==> src/rtl/rv_enc_pkg.sv <==
// rv_enc_pkg
// Shared definitions for the RV32I instruction encoder:
//   - fmt_e        : instruction format code carried on in_fmt (6/7 are illegal)
//   - OP_*         : base opcodes of the formats the encoder is used with
//   - NOP_INSTR    : canonical NOP (addi x0, x0, 0), emitted for rejected words
//   - IMM_*_MIN/MAX: signed immediate limits per format
//   - fmt_legal()  : format code is one of R/I/S/B/U/J
//   - imm_check_err(): range/alignment error for a (format, immediate) pair;
//                      only used by builds with ENC_RANGE_CHECK_EN defined
package rv_enc_pkg;

  typedef enum logic [2:0] {
    FMT_R = 3'd0,
    FMT_I = 3'd1,
    FMT_S = 3'd2,
    FMT_B = 3'd3,
    FMT_U = 3'd4,
    FMT_J = 3'd5
  } fmt_e;

  localparam logic [6:0] OP_IMM    = 7'h13;
  localparam logic [6:0] OP_LOAD   = 7'h03;
  localparam logic [6:0] OP_STORE  = 7'h23;
  localparam logic [6:0] OP_BRANCH = 7'h63;
  localparam logic [6:0] OP_LUI    = 7'h37;
  localparam logic [6:0] OP_AUIPC  = 7'h17;
  localparam logic [6:0] OP_JAL    = 7'h6F;
  localparam logic [6:0] OP_JALR   = 7'h67;

  localparam logic [31:0] NOP_INSTR = 32'h0000_0013;

  localparam int IMM_I_MIN = -2048;
  localparam int IMM_I_MAX = 2047;
  localparam int IMM_S_MIN = -2048;
  localparam int IMM_S_MAX = 2047;
  // B and J immediates are halfword offsets, so the top is one below 2^n - 1.
  localparam int IMM_B_MIN = -4096;
  localparam int IMM_B_MAX = 4094;
  localparam int IMM_J_MIN = -1048576;
  localparam int IMM_J_MAX = 1048574;

  function automatic logic fmt_legal(input logic [2:0] fmt);
    return (fmt <= 3'd5);
  endfunction

  function automatic logic imm_check_err(input logic [2:0] fmt,
                                         input logic [31:0] imm);
    int   v;
    logic e;
    v = $signed(imm);
    e = 1'b0;
    case (fmt)
      FMT_R:   e = 1'b0;
      FMT_I:   e = (v < IMM_I_MIN) || (v > IMM_I_MAX);
      FMT_S:   e = (v < IMM_S_MIN) || (v > IMM_S_MAX);
      FMT_B:   e = (v < IMM_B_MIN) || (v > IMM_B_MAX) || imm[0];
      FMT_U:   e = (imm[11:0] != 12'h000);
      FMT_J:   e = (v < IMM_J_MIN) || (v > IMM_J_MAX) || imm[0];
      default: e = 1'b1;
    endcase
    return e;
  endfunction

endpackage

==> src/rtl/instr_encoder_if.sv <==
// instr_encoder_if
// Request and response channels of the instruction encoder.
//
// Handshake (both channels): a transfer happens on a rising clock edge where
// valid && ready are both 1. A producer holding valid=1 keeps valid and its
// payload unchanged until that transfer; ready may change freely and may
// depend combinationally on the other side's ready (in_ready follows
// out_ready within the same cycle).
//
// Request  (producer = master): in_valid, in_fmt, in_opcode, in_rd, in_rs1,
//                               in_rs2, in_funct3, in_funct7, in_imm / in_ready
// Response (producer = slave) : out_valid, out_instr, out_err / out_ready
interface instr_encoder_if;

  logic        in_valid;
  logic        in_ready;
  logic [2:0]  in_fmt;
  logic [6:0]  in_opcode;
  logic [4:0]  in_rd;
  logic [4:0]  in_rs1;
  logic [4:0]  in_rs2;
  logic [2:0]  in_funct3;
  logic [6:0]  in_funct7;
  logic [31:0] in_imm;

  logic        out_valid;
  logic        out_ready;
  logic [31:0] out_instr;
  logic        out_err;

  modport master (
    output in_valid, in_fmt, in_opcode, in_rd, in_rs1, in_rs2,
           in_funct3, in_funct7, in_imm, out_ready,
    input  in_ready, out_valid, out_instr, out_err
  );

  modport slave (
    input  in_valid, in_fmt, in_opcode, in_rd, in_rs1, in_rs2,
           in_funct3, in_funct7, in_imm, out_ready,
    output in_ready, out_valid, out_instr, out_err
  );

endinterface

==> src/rtl/rv_imm_pack.sv <==
// rv_imm_pack
// Combinational immediate scatter: places the natural-value immediate into the
// instruction bit positions used by the given format. All positions that do
// not carry immediate bits are 0, so the result can be OR-ed with the
// register/funct/opcode fields.
//   fmt_i      [2:0]  format code (R/I/S/B/U/J, anything else gives 0)
//   imm_i      [31:0] immediate, natural value
//   imm_bits_o [31:0] immediate bit-field of the instruction word
// Out-of-range immediates are simply truncated; B/J drop bit 0.
module rv_imm_pack
  import rv_enc_pkg::*;
(
  input  logic [2:0]  fmt_i,
  input  logic [31:0] imm_i,
  output logic [31:0] imm_bits_o
);

  always_comb begin
    imm_bits_o = 32'h0;
    case (fmt_i)
      FMT_I: imm_bits_o = {imm_i[11:0], 20'h0};
      FMT_S: imm_bits_o = {imm_i[11:5], 13'h0, imm_i[4:0], 7'h0};
      FMT_B: imm_bits_o = {imm_i[12], imm_i[10:5], 13'h0,
                           imm_i[4:1], imm_i[11], 7'h0};
      FMT_U: imm_bits_o = {imm_i[31:12], 12'h0};
      FMT_J: imm_bits_o = {imm_i[20], imm_i[10:1], imm_i[11],
                           imm_i[19:12], 12'h0};
      default: imm_bits_o = 32'h0;
    endcase
  end

endmodule

==> src/rtl/instr_encoder.sv <==
// instr_encoder
// Two-stage pipelined RV32I instruction encoder. Takes decoded fields plus a
// natural-value immediate and emits the 32-bit instruction word.
//   S1: registers the fields, the format and the range-check result.
//   S2: registers the assembled word and its error flag.
// Full throughput, backpressure from out_ready, strict FIFO order.
//
// Ports:
//   clk, rst_n         clock (rising edge), asynchronous active-low reset
//   bus (slave)        request/response channels, see instr_encoder_if
//   enc_count [CNT_W]  completed output handshakes, wraps
//   err_count [8]      (ENC_RANGE_CHECK_EN only) emitted words with out_err=1,
//                      saturating at 255
//
// Build option ENC_RANGE_CHECK_EN: enables immediate range/alignment and
// format checks. A failing word is replaced by NOP_INSTR with out_err=1.
// Without it out_err is always 0 and immediates are truncated; an illegal
// format still produces NOP_INSTR.
module instr_encoder
  import rv_enc_pkg::*;
#(
  parameter int CNT_W = 16
) (
  input  logic             clk,
  input  logic             rst_n,
  instr_encoder_if.slave   bus,
  output logic [CNT_W-1:0] enc_count
`ifdef ENC_RANGE_CHECK_EN
  ,
  output logic [7:0]       err_count
`endif
);

  // Pipeline control
  logic s1_valid_q, s1_valid_d;
  logic s2_valid_q, s2_valid_d;
  logic s1_load, s2_load;
  logic in_fire, out_fire;

  // S1 contents. Opcode bits [1:0] are always 2'b11 on output, so only
  // [6:2] is kept.
  logic [2:0]  s1_fmt_q;
  logic [4:0]  s1_opc_q;
  logic [4:0]  s1_rd_q;
  logic [4:0]  s1_rs1_q;
  logic [4:0]  s1_rs2_q;
  logic [2:0]  s1_funct3_q;
  logic [6:0]  s1_funct7_q;
  logic [31:0] s1_imm_q;
  logic        s1_err_q;
  logic        in_err;

  // S2 contents
  logic [31:0] s2_instr_q, s2_instr_d;
  logic        s2_err_q, s2_err_d;

  // Assembly between S1 and S2
  logic [31:0] imm_bits;
  logic [31:0] field_bits;
  logic [31:0] word;

  logic [CNT_W-1:0] cnt_q, cnt_d;

  // A stage loads when it is empty or its word leaves this cycle.
  assign s2_load  = !s2_valid_q || bus.out_ready;
  assign s1_load  = !s1_valid_q || s2_load;
  assign in_fire  = bus.in_valid && s1_load;
  assign out_fire = s2_valid_q && bus.out_ready;

  assign bus.in_ready  = s1_load;
  assign bus.out_valid = s2_valid_q;
  assign bus.out_instr = s2_instr_q;
  assign bus.out_err   = s2_err_q;
  assign enc_count     = cnt_q;

`ifdef ENC_RANGE_CHECK_EN
  assign in_err = imm_check_err(bus.in_fmt, bus.in_imm);
`else
  assign in_err = 1'b0;
`endif

  // ---------------------------------------------------------------- S1
  assign s1_valid_d = s1_load ? bus.in_valid : s1_valid_q;

  always_ff @(posedge clk or negedge rst_n) begin
    if (!rst_n) begin
      s1_valid_q  <= 1'b0;
      s1_fmt_q    <= 3'h0;
      s1_opc_q    <= 5'h0;
      s1_rd_q     <= 5'h0;
      s1_rs1_q    <= 5'h0;
      s1_rs2_q    <= 5'h0;
      s1_funct3_q <= 3'h0;
      s1_funct7_q <= 7'h0;
      s1_imm_q    <= 32'h0;
      s1_err_q    <= 1'b0;
    end else begin
      s1_valid_q <= s1_valid_d;
      if (in_fire) begin
        s1_fmt_q    <= bus.in_fmt;
        s1_opc_q    <= bus.in_opcode[6:2];
        s1_rd_q     <= bus.in_rd;
        s1_rs1_q    <= bus.in_rs1;
        s1_rs2_q    <= bus.in_rs2;
        s1_funct3_q <= bus.in_funct3;
        s1_funct7_q <= bus.in_funct7;
        s1_imm_q    <= bus.in_imm;
        s1_err_q    <= in_err;
      end
    end
  end

  // ------------------------------------------------------- word assembly
  rv_imm_pack u_imm_pack (
    .fmt_i      (s1_fmt_q),
    .imm_i      (s1_imm_q),
    .imm_bits_o (imm_bits)
  );

  // Only the register/funct fields the format owns are placed; the rest
  // stay 0 so stale or garbage inputs never reach the word.
  always_comb begin
    field_bits = 32'h0;
    case (s1_fmt_q)
      FMT_R: field_bits = {s1_funct7_q, s1_rs2_q, s1_rs1_q, s1_funct3_q,
                           s1_rd_q, 7'h0};
      FMT_I: field_bits = {12'h0, s1_rs1_q, s1_funct3_q, s1_rd_q, 7'h0};
      FMT_S,
      FMT_B: field_bits = {7'h0, s1_rs2_q, s1_rs1_q, s1_funct3_q,
                           5'h0, 7'h0};
      FMT_U,
      FMT_J: field_bits = {20'h0, s1_rd_q, 7'h0};
      default: field_bits = 32'h0;
    endcase
  end

  always_comb begin
    word = field_bits | imm_bits | {25'h0, s1_opc_q, 2'b11};
    if (s1_err_q || !fmt_legal(s1_fmt_q)) begin
      word = NOP_INSTR;
    end
  end

  // ---------------------------------------------------------------- S2
  always_comb begin
    s2_valid_d = s2_valid_q;
    s2_instr_d = s2_instr_q;
    s2_err_d   = s2_err_q;
    if (s2_load) begin
      s2_valid_d = s1_valid_q;
      // Data only changes when a real word moves in, keeping the output
      // bus quiet while the pipeline drains.
      if (s1_valid_q) begin
        s2_instr_d = word;
        s2_err_d   = s1_err_q;
      end
    end
  end

  always_ff @(posedge clk or negedge rst_n) begin
    if (!rst_n) begin
      s2_valid_q <= 1'b0;
      s2_instr_q <= 32'h0;
      s2_err_q   <= 1'b0;
    end else begin
      s2_valid_q <= s2_valid_d;
      s2_instr_q <= s2_instr_d;
      s2_err_q   <= s2_err_d;
    end
  end

  // ------------------------------------------------------------ counters
  assign cnt_d = out_fire ? cnt_q + 1'b1 : cnt_q;

  always_ff @(posedge clk or negedge rst_n) begin
    if (!rst_n) begin
      cnt_q <= '0;
    end else begin
      cnt_q <= cnt_d;
    end
  end

`ifdef ENC_RANGE_CHECK_EN
  logic [7:0] err_cnt_q, err_cnt_d;

  always_comb begin
    err_cnt_d = err_cnt_q;
    if (out_fire && s2_err_q && (err_cnt_q != 8'hFF)) begin
      err_cnt_d = err_cnt_q + 8'd1;
    end
  end

  always_ff @(posedge clk or negedge rst_n) begin
    if (!rst_n) begin
      err_cnt_q <= 8'h0;
    end else begin
      err_cnt_q <= err_cnt_d;
    end
  end

  assign err_count = err_cnt_q;
`endif

endmodule

==> src/flat_wrapper.sv <==
// flat-port wrapper written by rule: the top's interface ports become plain ports
module instr_encoder_flat import rv_enc_pkg::*;
#(
  parameter int CNT_W = 16
)
  (clk, rst_n, enc_count, bus_in_valid, bus_in_fmt, bus_in_opcode, bus_in_rd, bus_in_rs1, bus_in_rs2, bus_in_funct3, bus_in_funct7, bus_in_imm, bus_out_ready, bus_in_ready, bus_out_valid, bus_out_instr, bus_out_err);
  instr_encoder_if bus_i ();
  input  logic clk;
  input  logic rst_n;
  output logic [CNT_W-1:0] enc_count;
  input wire logic [$bits(bus_i.in_valid)-1:0] bus_in_valid;
  input wire logic [$bits(bus_i.in_fmt)-1:0] bus_in_fmt;
  input wire logic [$bits(bus_i.in_opcode)-1:0] bus_in_opcode;
  input wire logic [$bits(bus_i.in_rd)-1:0] bus_in_rd;
  input wire logic [$bits(bus_i.in_rs1)-1:0] bus_in_rs1;
  input wire logic [$bits(bus_i.in_rs2)-1:0] bus_in_rs2;
  input wire logic [$bits(bus_i.in_funct3)-1:0] bus_in_funct3;
  input wire logic [$bits(bus_i.in_funct7)-1:0] bus_in_funct7;
  input wire logic [$bits(bus_i.in_imm)-1:0] bus_in_imm;
  input wire logic [$bits(bus_i.out_ready)-1:0] bus_out_ready;
  output wire logic [$bits(bus_i.in_ready)-1:0] bus_in_ready;
  output wire logic [$bits(bus_i.out_valid)-1:0] bus_out_valid;
  output wire logic [$bits(bus_i.out_instr)-1:0] bus_out_instr;
  output wire logic [$bits(bus_i.out_err)-1:0] bus_out_err;
  assign bus_i.in_valid = bus_in_valid;
  assign bus_i.in_fmt = bus_in_fmt;
  assign bus_i.in_opcode = bus_in_opcode;
  assign bus_i.in_rd = bus_in_rd;
  assign bus_i.in_rs1 = bus_in_rs1;
  assign bus_i.in_rs2 = bus_in_rs2;
  assign bus_i.in_funct3 = bus_in_funct3;
  assign bus_i.in_funct7 = bus_in_funct7;
  assign bus_i.in_imm = bus_in_imm;
  assign bus_i.out_ready = bus_out_ready;
  assign bus_in_ready = bus_i.in_ready;
  assign bus_out_valid = bus_i.out_valid;
  assign bus_out_instr = bus_i.out_instr;
  assign bus_out_err = bus_i.out_err;
  instr_encoder #(.CNT_W(CNT_W)) u_core (.clk(clk), .rst_n(rst_n), .bus(bus_i), .enc_count(enc_count));
endmodule
==> config.mk <==
export PLATFORM = sky130hd
export DESIGN_NAME = instr_encoder_flat
export DESIGN_NICKNAME = d
export VERILOG_FILES = /design/src/rtl/rv_enc_pkg.sv /design/src/rtl/instr_encoder_if.sv /design/src/rtl/rv_imm_pack.sv /design/src/rtl/instr_encoder.sv /design/src/flat_wrapper.sv
export SDC_FILE = /design/constraint.sdc
export NUM_CORES = 1
export LEC_CHECK = 0
export BUFFER_PORTS_ARGS = -buffer_cell sky130_fd_sc_hd__buf_2
export CAP_MARGIN = 20
export CORE_ASPECT_RATIO = 1.5
export CORE_MARGIN = 4
export CORE_UTILIZATION = 34
export CTS_BUF_LIST = sky130_fd_sc_hd__clkbuf_4 sky130_fd_sc_hd__clkbuf_8
export DETAILED_ROUTE_END_ITERATION = 8
export PLACE_DENSITY = 0.63
export SLEW_MARGIN = 20
export SYNTH_ARGS = -nofsm -noshare
export SYNTH_HDL_FRONTEND = slang
export SYNTH_SLANG_ARGS = --single-unit
==> constraint.sdc <==
create_clock -name clk -period 2 [get_ports clk]
set_input_delay 0.4 -clock clk [delete_from_list [all_inputs] [get_ports clk]]
set_output_delay 0.4 -clock clk [all_outputs]
set_load 0.05 [all_outputs]
==> metrics.cfg, run 1 <==
[run_status]
status = finished, final reports clean

[cts]
post_cts.repair.setup_buffers = 0
numCtsBuffers = 17
clock_path_buffers = 2
cts_tree = yes
cts_max_level = 4
clk_pin_slew_ps = 80
root_buffer = clkbuf_8
clk_latency_ps = 430
cts.sinks = 114

[layout]
final_area_mm2 = 0.00652
synthToLayoutAreaGrowth_pct = 23.5
final_net_count = 593
fin_util_pct = 43.1
layout.cells.non_filler = 731
drive_above_1_share_pct = 45.4

[sta]
fin_skew_ps = 11.6
setup_viol = 0
period_needed_ps = 1850
finalCritPeriodShare_pct = 92.3
hold_viol = 0
rsz0062_at_grt = false
fmax_ghz = 0.542
drv_slew = 0
setup-tns-final_ps = 0

[placement]
routabilityCongestion = 0.758
placed_cell_area_mm2 = 0.00609
dp.final_hpwl_um = 9450
port_buffers = 118
placed_cells = 697

[yosys]
ys_ff_latch = 114
yosysTopAreaCell = dfrtp_1
yosysWarnings = 0
syn-num-nets = 466
syn_avg_cell_area_um2 = 13.5
ys_seq_area_share_pct = 54.0
synth_edf_count = 0
ys.flop_type = dfrtp_1
syn-cell-area_mm2 = 0.00528
async_reset_ff_share_pct = 100
synth_area_leaders = dfrtp_1, mux2_4, a22o_1
yosysUniqueCellTypes = 44
synth_top_area_share_pct = 54.0
synthCells = 391

[floorplanning]
rows = 55
die_area_mm2 = 0.0176
die_x_um = 110
io_pins = 122
core_mm2 = 0.0151
fp.dieH_um = 161
start_util_pct = 34.9

[critical_path]
cp-endpoint = u_core.bus.out_instr[24]
reg2regPathDepth = 7
worstPathArrival_ps = 2170
r2r_end = u_core.bus.out_instr[24]
cp-startpoint = u_core.s1_fmt_q[1]
endpoint_kind = flip-flop
r2r_slack_ps = 150
crit_fanout = 10
r2r-start = u_core.s1_fmt_q[1]
worstSetupPathType = reg2reg
required_ps = 2320
start_kind = flip-flop

[hold_path]
worst_hold_path_type = in2reg
hold_path.startpoint = bus_in_imm[3]

[grt]
antenna_found_initial = 1
grt_usage_pct = 15.3
grt_max_degree = 43
grt_pass1_wl_um = 20700
overflow = 0
first_global_vias = 3929

[route]
vias_per_cell = 4.98
dr.pass1.iters = 5
wl_per_cell_um = 17.7
drc_errors = 0
vias = 3644
drt_first_iter_violations = 254
wirelength_um = 12900
postRouteAntennaNets = 0

[power]
p_leak_nw = 3.17
peakVddDrop_mv = 0.663
power_density_mw_per_mm2 = 1180

[job]
drv_cap = 0

## cell type report
class | instances | area [um2]
fill | 1468 | 8620
sequential | 114 | 2850
multi-input combinational | 246 | 2200
timing repair buffer | 135 | 798
tap | 199 | 249
clock buffer | 17 | 234
clock inverter | 15 | 175
inverter | 4 | 15.0
antenna | 1 | 2.50
## cell usage in the layout (no fill, tap or decap), drive strengths merged, types with 2 or more instances in the layout
cell type and count:
o2bb2ai 5, nand2 30, nand4 3, xor2 3
and4 2, nand2b 8, mux2 66, buf 134
mux2i 2, bufinv 2, nor2b 4, nand3 5
o21ai 19, a22oi 27, and3 3, inv 9
o22ai 6, nor2 5, clkinvlp 3, ha 4
clkinv 5, a22o 24, nor3 4, dfrtp 114
a21oi 2, xnor2 12, clkbuf 17
## per-stage QoR
stage | total power [W] | setup WS (ps) | hold WS [ps]
2_1_floorplan | 0.00482 | 103 | 104
4_1_cts | 0.00776 | 45.5 | 161
3_3_place_gp | 0.00545 | 124 | 396
3_5_place_dp | 0.00551 | 72.9 | 400
5_1_grt | 0.00808 | 7.76 | 154
6_report | 0.00768 | 153 | 190
## flip-flops by register name, indices dropped and copies added (netlist names), 5 cells and up
| signal | count |
|---|---|
| u_core.s1_imm_q | 32 |
| u_core.bus.out_instr | 31 |
| u_core.enc_count | 16 |
| u_core.s1_funct7_q | 7 |
| u_core.s1_opc_q | 5 |
| u_core.s1_rd_q | 5 |
| u_core.s1_rs1_q | 5 |
| u_core.s1_rs2_q | 5 |
## cell usage after synthesis, types with 3 or more instances
library cell / count
xor2_1: 3
buf_4: 7
nand3_1: 5
and3_1: 3
nor2_1: 5
xnor2_1: 12
nor2b_1: 3
mux2_2: 16
nand2_1: 28
mux2_4: 50
a22oi_1: 27
nand2b_1: 8
ha_1: 4
a22o_1: 24
o2bb2ai_1: 5
dfrtp_1: 114
clkbuf_1: 3
o21ai_0: 19
nand4_1: 3
buf_12: 6
inv_1: 4
buf_2: 9
o22ai_1: 6
## routing by layer
layer,vias up,share of wire [%],GRT usage (%)
li1,1691,-,-
met3,19,6.5,4.78
met5,-,0,0
met1,1801,40,18.4
met4,0,1.8,5.45
met2,133,52,25.6
## critical path: stages, from the launching register on
cell	delay (ps)
dfrtp_1	350
inv_1	90
ha_2	450
nor3b_2	80
buf_4	190
a22oi_1	260
o2bb2ai_1	110
a22o_1	200
## worst min path at each step
stage | slack (ps) | cells past startpoint | end
floorplan | 100 | 0 | u_core.bus.out_instr[10]
global placement | 400 | 1 | u_core.bus.out_instr[4]
detailed placement | 400 | 1 | u_core.s1_opc_q[1]
CTS | 160 | 2 | u_core.s1_imm_q[9]
global route | 150 | 2 | u_core.s1_funct7_q[5]
finish | 190 | 2 | u_core.s1_imm_q[3]
## logic make-up after synthesis
group	count (synthesis)	share of synthesized area (%)
AO/OA/AOI/OAI	91	12.7
XOR/XNOR	15	2.49
flip-flops	114	54.0
other	1	0.0710
AND/OR/NAND/NOR	67	7.01
multiplexers	68	18.0
buffers and inverters	31	4.76
adder cells (fa/ha/maj)	4	0.948
## what timing repair did
| action | in CTS | in global routing |
|---|---|---|
| hold endpoints to repair | 34 | 0 |
| endpoints found under the setup margin | 0 | 13 |
| hold buffers | 1 | 0 |
| resized for setup | 0 | 3 |
## where the power goes
group / switching (W) / internal [W] / total (W)
Combinational: 0.00151 / 0.000881 / 0.00239
Sequential: 0.000349 / 0.00272 / 0.00307
Clock: 0.00107 / 0.00114 / 0.00221
Total: 0.00293 / 0.00474 / 0.00768
No activity file was read; power rests on OpenSTA's default activity.
==> inputs of run 2 (changes only) <==
--- a/config.mk
+++ b/config.mk
@@ -14,6 +14,8 @@
 export DETAILED_ROUTE_END_ITERATION = 8
 export PLACE_DENSITY = 0.63
+export RECOVER_POWER = 50
 export SLEW_MARGIN = 20
 export SYNTH_ARGS = -nofsm -noshare
 export SYNTH_HDL_FRONTEND = slang
+export SYNTH_HIERARCHICAL = 1
 export SYNTH_SLANG_ARGS = --single-unit
==> constraint.sdc (replaced) <==
create_clock -name clk -period 2 [get_ports clk]
set_input_delay 0.2 -clock clk [delete_from_list [all_inputs] [get_ports clk]]
set_output_delay 0.2 -clock clk [all_outputs]
set_load 0.05 [all_outputs]
==> metrics.cfg, run 2 <==
[run_status]
status = finished, final reports clean

[job]
drv_cap = 0

[critical_path]
required_ps = 2270
worstPathArrival_ps = 1920
crit_fanout = 30
endpoint_kind = flip-flop
cp-startpoint = u_core/s1_fmt_q[1]
start_kind = flip-flop
r2r-start = u_core/s1_fmt_q[1]
worstSetupPathType = reg2reg

[cts]
cts_max_level = 4
clk_latency_ps = 410
cts_tree = yes
numCtsBuffers = 17
clk_pin_slew_ps = 70
cts.repair.resized = 0
cts.sinks = 114
root_buffer = clkbuf_8
clock_path_buffers = 2

[layout]
n_antenna_cell = 0
final-seq-area_mm2 = 0.00285
layout_common_cells = dfrtp_1, buf_2, mux2_4
nFillCells = 1391
layout_commonest_cell = dfrtp_1
synthToLayoutAreaGrowth_pct = 31.2
final_area_mm2 = 0.00665
layout.cells.non_filler = 783
regMostFlops = u_core/s1_imm_q
largest_reg_flops = 32
final_net_count = 650
multiInputGateArea_mm2 = 0.00202
drive_above_1_share_pct = 36.6

[floorplanning]
core_mm2 = 0.0146
io_pins = 122
rows = 54
start_util_pct = 34.7
die_x_um = 108
fp.dieH_um = 157
die_area_mm2 = 0.0170

[grt]
use_met3_pct = 3.16
grt_usage_pct = 15.0
top_usage_layer = met2
first_global_vias = 3821
globalRouteMet2Util_pct = 26.6
grtUsageMet1_pct = 17.3
grt_max_degree = 51
overflow = 0
grt_pass1_wl_um = 19600
antenna_found_initial = 0

[sta]
setup_viol = 0
holdWs_ps = 32.0
fin_skew_ps = 8.21
finalCritPeriodShare_pct = 82.2
hold_viol = 0
relSlewSlack_pct = 31.1
worstMarginPinSlew_ps = 1030
period_needed_ps = 1640
fin_ws_ps = 356
fmax_ghz = 0.608
rsz0062_at_grt = false
drv_slew = 0

[hold_path]
hold_path.startpoint = bus_in_imm[2]
worst_hold_path_type = in2reg

[power]
total_power_w = 0.00705
peakVddDrop_mv = 0.408
power_density_mw_per_mm2 = 1060
p_leak_nw = 3.20

[placement]
placed_cell_area_mm2 = 0.00586
placed_cells = 708
port_buffers = 118
dp.final_hpwl_um = 8540
routabilityCongestion = 0.744
place_ws_ps = 337

[route]
dr.pass1.iters = 4
vias = 3576
postRouteAntennaNets = 0
drc_errors = 0
wl_per_cell_um = 15.5
wirelength_um = 12200
drt_first_iter_violations = 159
vias_per_cell = 4.57

[yosys]
synthCells = 402
syn_avg_cell_area_um2 = 12.6
yosysWarnings = 6
syn-cell-area_mm2 = 0.00506

[run 2: per-layer routing]
metal	part of all wire, %	vias to the layer above
met5	0	-
met4	2.3	0
met3	3.4	18
met2	53	80
met1	41	1748
li1	-	1730
[run 2: path summary, 6_finish.rpt]
check | to | slack, ps | cells after the start
setup / recovery | u_core/bus.out_instr[26] | 360 | 4
hold / removal | u_core/s1_imm_q[2] | 30 | 2
setup reg to reg | u_core/bus.out_instr[26] | 360 | 4
hold reg to reg | u_core/enc_count[15] | 470 | 1
max in group asynchronous | u_core/bus.out_instr[9] | 720 | 3
min in group asynchronous | u_core/s1_funct7_q[1] | 490 | 2
[run 2: report_power, final]
part           switching (W)  leakage (nW)  total, W  internal [W]
combinational        0.00138          1.64   0.00213      0.000755
clock               0.000855         0.180   0.00189       0.00103
sequential          0.000310          1.38   0.00303       0.00272
[run 2: final cells by class]
type	count	share of cell area (%)
Timing Repair Buffer	178	17.6
Sequential cell	114	42.9
Multi-Input combinational cell	263	30.4
Clock buffer	21	4.16
Inverter	4	0.226
Tap cell	196	3.69
Clock inverter	7	0.941
[run 2: repair_timing]
action,4_1_cts,5_1_grt
hold endpoints to repair,79,1
buffers inserted,0,0
hold buffers,46,1
[run 2: metrics by stage]
step	TNS, ps	util (%)
floorplan	-253	-
global placement	0	40.2
detailed placement	0	40.2
CTS	0	45.6
global route	0	45.5
finish	0	45.5
[run 2: worst max-delay path, stage by stage, from the launching register on]
cell	delay [ps]
dfrtp_1	530
inv_1	230
o211ai_1	210
buf_4	350
o21ai_0	170
==> inputs of run 3 (changes only) <==
- PLACE_DENSITY: 0.63 -> 0.61
- clock period: 2 -> 1.6 ns (I/O delays scaled with it)
==> metrics.cfg, run 3 (synthesis results as in run 2) <==
[run_status]
status = finished, final reports clean

[sta]
fin_ws_ps = 104
holdWs_ps = 88.5
fin_skew_ps = 10.4
period_needed_ps = 1500
finalCritPeriodShare_pct = 93.5
fmax_ghz = 0.668
setup_viol = 0
rsz0062_at_grt = false
hold_viol = 0
drv_slew = 0
relSlewSlack_pct = 28.1
worstMarginPinSlew_ps = 1080

[hold_path]
hold_path.startpoint = bus_out_ready
worst_hold_path_type = in2reg
min_path_cells = 3
hold_path_end = u_core/bus.out_valid

[placement]
routabilityCongestion = 0.722
place_ws_ps = 144
dp.final_hpwl_um = 8370
port_buffers = 118
placed_cell_area_mm2 = 0.00597

[power]
peakVddDrop_mv = 0.451
total_power_w = 0.00951
p_leak_nw = 3.39
power_density_mw_per_mm2 = 1350

[critical_path]
path_cells = nand3b_1, buf_2
r2r_end = u_core/s1_rs2_q[4]
r2r_slack_ps = 150
endpoint_kind = primary output
reg2regPathDepth = 4
worstPathArrival_ps = 1340
start_kind = flip-flop
slowest_stage = dfrtp_2
crit_path_max_incr_delay_ps = 430
r2r-start = u_core/bus.out_valid
required_ps = 1440
crit_fanout = 5
cp-startpoint = u_core/bus.out_valid
worstSetupPathType = reg2out

[route]
postRouteAntennaNets = 0
dr.pass1.iters = 4
vias_per_cell = 4.51
wirelength_um = 12400
wl_met1_um = 5320
drc_errors = 0
wl_per_cell_um = 15.2
wl_met2_um = 6460
vias = 3674
routed-wl-met3_um = 413
maxUsedRoutingLayer = met4
drt_first_iter_violations = 229

[cts]
cts.sinks = 114
cts_max_level = 4
cts_tree = yes
clk_latency_ps = 420
numCtsBuffers = 17
clk_pin_slew_ps = 70
clock_path_buffers = 2
root_buffer = clkbuf_8

[grt]
overflow = 0
antenna_found_initial = 0
grt_usage_pct = 15.7
grt_max_degree = 115
first_global_vias = 3974
grt_pass1_wl_um = 20400

[layout]
final_area_mm2 = 0.00705
layout_common_cells = dfrtp_1, buf_2, dlygate4sd3_1
drive_above_1_share_pct = 37.6
final-seq-area_mm2 = 0.00286
fin_util_pct = 48.3
largest_reg_flops = 32
synthToLayoutAreaGrowth_pct = 39.3
final_net_count = 679
nFillCells = 1347
multiInputGateArea_mm2 = 0.00202
n_antenna_cell = 0
layout_commonest_cell = dfrtp_1
regMostFlops = u_core/s1_imm_q

[floorplanning]
io_pins = 122
fp.dieH_um = 157
start_util_pct = 34.7
die_area_mm2 = 0.0170
core_mm2 = 0.0146
rows = 54
die_x_um = 108

[job]
drv_cap = 0

==> run 3: cell count changes in the layout (fill, tap and decap cells not counted) <==
cell	delta
buf_4	+7
buf_12	+2
clkbuf_8	+1
dfrtp_2	+3
clkinv_2	-1
dfrtp_1	-3
bufinv_16	+3
clkbuf_1	-3
clkbuf_2	+1
clkinv_4	+1
buf_6	+1
dlygate4sd3_1	+20
==> run 3: worst max-delay path by stage <==
stage / endpoint / depth (start not counted)
6_report: bus_in_ready / 2
5_1_grt: u_core/enc_count[0] / 3
4_1_cts: bus_in_ready / 2
3_5_place_dp: u_core/bus.out_instr[26] / 5
3_3_place_gp: u_core/bus.out_instr[26] / 5
2_1_floorplan: u_core/s1_fmt_q[0] / 5
==> run 3: cell type report <==
| cell class | count | share of cell area (%) |
|---|---|---|
| Sequential cell | 114 | 40.5 |
| Multi-Input combinational cell | 263 | 28.6 |
| Timing Repair Buffer | 207 | 20.9 |
| Clock buffer | 21 | 4.01 |
| Tap cell | 196 | 3.48 |
| Clock inverter | 10 | 2.22 |
| Inverter | 4 | 0.213 |
==> run 3: report_power, final <==
group          switching [W]  total (W)  internal (W)
sequential          0.000367    0.00377       0.00340
clock                0.00113    0.00295       0.00182
combinational        0.00176    0.00279       0.00103
==> run 3: stage by stage <==
stage / TNS (ps) / instances
after floorplan: -25100 / 406
after global placement: 0 / 716
after detailed placement: 0 / 716
after CTS: 0 / 814
after global routing: 0 / 815
final: 0 / 815
==> run 3: critical path, delay by kind of cell, from the launching register on <==
family                 cells  cell delay (ps)
and+or+nand+nor            1              180
DFF                        1              430
buffers and inverters      1              310
==> run 3: repair_timing <==
action	in CTS	in global routing
endpoints found under the setup margin	0	3
gates resized for setup	0	1
endpoints found under the hold margin	180	0
hold buffers	67	0
setup buffers	0	1
==> run 3: routing by layer <==
| metal | GRT usage, % | vias to the layer above |
|---|---|---|
| li1 | - | 1794 |
| met1 | 19.2 | 1780 |
| met2 | 26.7 | 86 |
| met3 | 3.28 | 14 |
| met4 | 6.68 | 0 |
| met5 | 0 | - |
